### src/rtl/requant_stage.sv
// requant_stage: 32-bit accumulator to OUT_W-bit activation requantizer, 4-stage valid/ready pipeline.
// Define REQUANT_RELU_EN to raise the lower clamp bound to the output zero point (fused ReLU).
module requant_stage #(
    parameter int OUT_W   = 8,
    parameter int SHIFT_W = 5
) (
    input  logic               clk,
    input  logic               reset,
    input  logic               in_valid,
    output logic               in_ready,
    input  logic [31:0]        in_acc,
    input  logic [31:0]        in_bias,
    input  logic [31:0]        cfg_mult,
    input  logic [SHIFT_W-1:0] cfg_shift,
    input  logic [OUT_W-1:0]   cfg_zp,
    output logic               out_valid,
    input  logic               out_ready,
    output logic [OUT_W-1:0]   out_data,
    output logic               out_sat,
    output logic               busy
);

    localparam logic signed [33:0] C_HI = (34'sd1 <<< (OUT_W - 1)) - 34'sd1;
    localparam logic signed [33:0] C_LO = -(34'sd1 <<< (OUT_W - 1));

    // Returns {clipped, value}: 33-bit sum saturated back into 32-bit signed range.
    function automatic logic [32:0] add_sat32(input logic [31:0] a, input logic [31:0] b);
        logic [32:0] sum;
        sum = {a[31], a} + {b[31], b};
        if (sum[32] != sum[31]) begin
            add_sat32 = {1'b1, (sum[32] ? 32'h8000_0000 : 32'h7FFF_FFFF)};
        end else begin
            add_sat32 = {1'b0, sum[31:0]};
        end
    endfunction

    logic                     r_v1, r_v2, r_v3, r_v4;
    logic signed [31:0]       r_s1;
    logic                     r_sat1;
    logic signed [63:0]       r_p;
    logic                     r_min2, r_sat2;
    logic signed [31:0]       r_h;
    logic                     r_sat3;
    logic [OUT_W-1:0]         r_out;
    logic                     r_sat4;

    logic                     w_adv;
    logic [32:0]              w_s1_sat;
    logic signed [63:0]       w_t, w_q;
    logic signed [31:0]       w_h;
    logic                     w_h_sat;
    logic [31:0]              w_mask, w_rem, w_thr;
    logic signed [32:0]       w_r;
    logic signed [33:0]       w_zp, w_y, w_lo;
    logic [OUT_W-1:0]         w_out;
    logic                     w_clip;
    logic                     w_unused_q;

    assign w_adv      = !r_v4 || out_ready;
    assign in_ready   = w_adv;
    assign w_s1_sat   = add_sat32(in_acc, in_bias);
    assign w_unused_q = ^w_q[63:32];

    // Rounding doubling high multiply; the quotient by 2^31 truncates toward zero.
    always_comb begin
        w_t = r_p + (r_p[63] ? 64'shFFFF_FFFF_C000_0001 : 64'sh0000_0000_4000_0000);
        if (w_t[63]) begin
            w_q = (w_t + 64'sh0000_0000_7FFF_FFFF) >>> 31;
        end else begin
            w_q = w_t >>> 31;
        end
        if (r_min2) begin
            w_h     = 32'sh7FFF_FFFF;
            w_h_sat = 1'b1;
        end else begin
            w_h     = w_q[31:0];
            w_h_sat = r_sat2;
        end
    end

    // Rounding right shift (half away from zero), zero-point add and final clamp.
    always_comb begin
        w_mask = (32'd1 << cfg_shift) - 32'd1;
        w_rem  = r_h & w_mask;
        w_thr  = (w_mask >> 1) + {31'd0, r_h[31]};
        w_r    = ($signed({r_h[31], r_h}) >>> cfg_shift) + $signed({32'd0, (w_rem > w_thr)});
        w_zp   = $signed({{(34 - OUT_W){cfg_zp[OUT_W-1]}}, cfg_zp});
        w_y    = $signed({w_r[32], w_r}) + w_zp;
`ifdef REQUANT_RELU_EN
        w_lo   = (w_zp > C_LO) ? w_zp : C_LO;
`else
        w_lo   = C_LO;
`endif
        w_out  = w_y[OUT_W-1:0];
        w_clip = 1'b0;
        if (w_y > C_HI) begin
            w_out  = C_HI[OUT_W-1:0];
            w_clip = 1'b1;
        end else if (w_y < w_lo) begin
            w_out  = w_lo[OUT_W-1:0];
            w_clip = 1'b1;
        end else begin
            w_out  = w_y[OUT_W-1:0];
            w_clip = 1'b0;
        end
    end

    // Pipeline registers: every stage moves together whenever the output slot can advance.
    always_ff @(posedge clk or posedge reset) begin
        if (reset) begin
            r_v1   <= 1'b0;
            r_v2   <= 1'b0;
            r_v3   <= 1'b0;
            r_v4   <= 1'b0;
            r_s1   <= 32'sd0;
            r_sat1 <= 1'b0;
            r_p    <= 64'sd0;
            r_min2 <= 1'b0;
            r_sat2 <= 1'b0;
            r_h    <= 32'sd0;
            r_sat3 <= 1'b0;
            r_out  <= '0;
            r_sat4 <= 1'b0;
        end else if (w_adv) begin
            r_v1   <= in_valid;
            r_s1   <= w_s1_sat[31:0];
            r_sat1 <= w_s1_sat[32];
            r_v2   <= r_v1;
            r_p    <= $signed({{32{r_s1[31]}}, r_s1}) * $signed({{32{cfg_mult[31]}}, cfg_mult});
            r_min2 <= (r_s1 == 32'sh8000_0000) && (cfg_mult == 32'h8000_0000);
            r_sat2 <= r_sat1;
            r_v3   <= r_v2;
            r_h    <= w_h;
            r_sat3 <= w_h_sat;
            r_v4   <= r_v3;
            r_out  <= w_out;
            r_sat4 <= r_sat3 | w_clip;
        end
    end

    assign out_valid = r_v4;
    assign out_data  = r_out;
    assign out_sat   = r_sat4;
    assign busy      = r_v1 | r_v2 | r_v3 | r_v4;

endmodule
### config.mk
export PLATFORM = sky130hd
export DESIGN_NAME = requant_stage
export DESIGN_NICKNAME = d
export VERILOG_FILES = /design/src/rtl/requant_stage.sv
export SDC_FILE = /design/constraint.sdc
export NUM_CORES = 2
export LEC_CHECK = 0
export CORE_ASPECT_RATIO = 1.25
export CORE_MARGIN = 2
export CORE_UTILIZATION = 68
export DETAILED_ROUTE_END_ITERATION = 10
export GPL_TIMING_DRIVEN = 0
export PLACE_DENSITY = 0.85
export SYNTH_ARGS = -nofsm -noshare
export SYNTH_HDL_FRONTEND = slang
export SYNTH_SLANG_ARGS = --single-unit
### constraint.sdc
create_clock -name clk -period 13.6 [get_ports clk]
set_input_delay 2.72 -clock clk [delete_from_list [all_inputs] [get_ports clk]]
set_output_delay 2.72 -clock clk [all_outputs]
set_load 0.005 [all_outputs]
==> run_results.csv <==
group,metric,value,unit
setup_path,worstPathArrival,13.74,ns
setup_path,cpMostUsedCell,"fa_1",
floorplan,ioPinCount,125,
logic_synthesis,synth_flop_cell,"dfrtp_1",
status,failed_checks,"design-rule violations, max-capacitance violations, max-slew violations",
sta,skew,0.0335,ns
logic_synthesis,synth_top_family_by_area,"adder cells",
finish,area_growth,6.41,%
logic_synthesis,synth_compound_area_frac,0.0921,
logic_synthesis,synth_cell_types,89,
routing,drc,3,
setup_path,r2r_cells,29,
setup_path,required,13.93,ns
setup_path,r2r_slack,2.12,ns
floorplan,num_rows,113,
setup_path,slowest_stage,"clkdlybuf4s50_1",
clock_tree,cts-root-buf,"clkbuf_16",
setup_path,critPathMaxFanout,10,
floorplan,die_height,314,um
setup_path,critPathKind,"input pin to flip-flop",
clock_tree,insertion_delay,0.53,ns
sta,worstMarginPinSlew,1.61,ns
placement,place.gp.congestion,1.14,
routing,viasPerCell,6.52,
logic_synthesis,synthSimpleGateAreaFrac,0.173,
logic_synthesis,synth_cells,6025,
global_routing,grt_pass1_wl,299000,um
routing,drt_pass1_iterations,11,
clock_tree,cts_tree,"done",
run,max_cap_viol_count,6,
sta,finalWorstPathRequiredPeriod,13.42,ns
logic_synthesis,synth_mux_area_frac,0.0228,
logic_synthesis,yosysSeqAreaShare,0.0696,
finish,layout_commonest_cell,"inv_1",
finish,fin_nets,7687,
logic_synthesis,async_flop_share,1.00,
global_routing,grt_max_degree,78,
clock_tree,path_clk_slew,0.06,ns
sta,finalCritPeriodShare,0.986,
placement,hpwl,162000,um
routing,vias,46800,
finish,design_area,0.0555,sq mm
routing,routedWlPerCell,28.2,um
logic_synthesis,avgSynthCellArea,8.65,sq um
floorplan,core-area,0.0759,sq mm
routing,drt-initial-drc-count,5059,
global_routing,first_global_vias,48500,
placement,port_buffers,118,
logic_synthesis,synth_nets,7545,
logic_synthesis,synth_warnings,0,
logic_synthesis,yosysTopAreaCell,"fa_1",
finish,drive_above_1_share,0.0301,
floorplan,die-area,0.0789,sq mm
logic_synthesis,ys_ff_latch,145,
clock_tree,postCtsHoldBufs,0,
global_routing,gr-total-overflow,0,
routing,routed_wl,202000,um
sta,drv_slew,47,
logic_synthesis,synthTopCellsByArea,"fa_1 (42%), inv_1 (8.4%), ha_1 (7.8%), nand2_1 (7.1%), dfrtp_1 (7.0%)",
clock_tree,cts_made_buffers,17,
sta,relSlewSlack,-0.0749,
placement,place_area,0.0546,sq mm
sta,setup_viol,0,
logic_synthesis,syn_area,0.0521,sq mm
logic_synthesis,synth-adder-area-share,0.499,
finish,fillers,5845,
clock_tree,clock_sinks,145,
logic_synthesis,synth_edf_count,0,
global_routing,track_usage,0.528,
setup_path,crit_path_max_incr_delay,1.05,ns
global_routing,antenna_found_initial,30,
logic_synthesis,synthXorXnorAreaFrac,0.0360,
setup_path,worstSetupStartpointType,"input pin",
routing,final_antenna_net_count,0,
sta,hold_viol,0,
sta,rsz0062_at_grt,"false",
hold_path,min_path_type,"flip-flop to flip-flop",
finish,final_cell_mix,"inv_1 (1169), fa_1 (1084), nand2_1 (984)",
floorplan,die_x,252,um
sta,fmax,74.5,MHz
clock_tree,cts_max_level,4,
logic_synthesis,synth_top_area_frac,0.416,
setup_path,setup.worst_path.end_class,"flip-flop",
status,status,"finished with violations",
hold_path,hold-path-cell-count,2,
floorplan,start_util,0.687,
clock_tree,clk_path_buf_depth,2,
## what timing repair did
action,CTS,global route
cloned,0,1
pin swaps,1,2
setup buffers,1,8
gates resized for setup,26,77
setup endpoints to repair,9,15
## Yosys cell counts (21+ instances only)
master,instances
nor2_1,222
xnor2_1,126
and3_1,37
o21ai_0,175
o21bai_1,21
inv_1,1172
ha_1,323
mux4_2,40
nor4_1,38
a31oi_1,34
nand4_1,35
a21oi_1,223
a21o_1,79
or3_1,23
nor2b_1,36
fa_1,1084
o21a_1,30
xor2_1,88
clkbuf_1,284
nand2b_1,64
dfrtp_1,145
nor3_1,50
mux2i_1,24
and2_1,290
nand3_1,79
maj3_1,28
nand2_1,985
a211oi_1,22
## kinds of logic after synthesis
group                    after synthesis
adder cells (fa/ha/maj)             1435
multiplexers                          68
XOR/XNOR                             214
buffers and inverters               1481
other                                  2
AO/OA/AOI/OAI                        751
flip-flops                           145
AND/OR/NAND/NOR                     1929
## critical path: cells and delay by family
family,cells,cell delay (ns)
AOI/OAI and AO/OA,9,3.09
and+or+nand+nor,3,0.77
xor gates and xnor gates,1,0.17
adders and majority gates,9,4.58
buffers and inverters,7,2.37
## per-stage QoR
| stage | cells | TNS [ns] | setup slack, ns | hold WS, ns | util |
|---|---|---|---|---|---|
| floorplan | 6025 | 0 | 0.778 | 0.433 | - |
| global placement | 7120 | -28.74 | -3.20 | 0.445 | 0.718 |
| detailed placement | 7123 | -27.53 | -3.04 | 0.464 | 0.719 |
| CTS | 7151 | 0 | 0.00192 | 0.478 | 0.728 |
| global route | 7161 | 0 | 0.00307 | 0.511 | 0.730 |
| finish | 7175 | 0 | 0.184 | 0.480 | 0.731 |
## area by class of cell
class	count	area (sq um)	share of cell area
Buffer	299	1200	0.0216
Antenna cell	18	45.0	0.000812
Inverter	1174	4420	0.0797
Timing Repair Buffer	130	1300	0.0234
Timing Repair inverter	1	5.00	0.0000902
Clock buffer	18	429	0.00774
Tap cell	977	1220	0.0220
Sequential cell	145	3630	0.0654
Clock inverter	14	203	0.00365
Multi-Input combinational cell	4399	43000	0.776
## flip-flops by register name, indices dropped and copies added (netlist names), 8 cells and up
register and count:
out_data 8, r_h 32, r_s1 32, r_p 64
## final timing paths
kind                              startpoint          end
worst max-delay path            cfg_mult[15]      r_p[62]
min in group asynchronous              reset  out_data[5]
worst min register to register        r_sat2       r_sat2
worst min-delay path                  r_sat2       r_sat2
worst max register to register      r_s1[17]      r_p[62]
max in group asynchronous              reset      r_p[51]
## per-layer routing
layer | track usage | part of all wire | vias up
met3 | 0.220 | 0.14 | 1348
met5 | 0.0419 | 0.0035 | -
met1 | 0.557 | 0.30 | 22800
li1 | - | - | 19000
met2 | 0.798 | 0.43 | 3629
met4 | 0.496 | 0.12 | 34
Power is left out: the tool's default activity adds up to more than one toggle a clock period on the data nets, which glitch-free logic cannot reach.
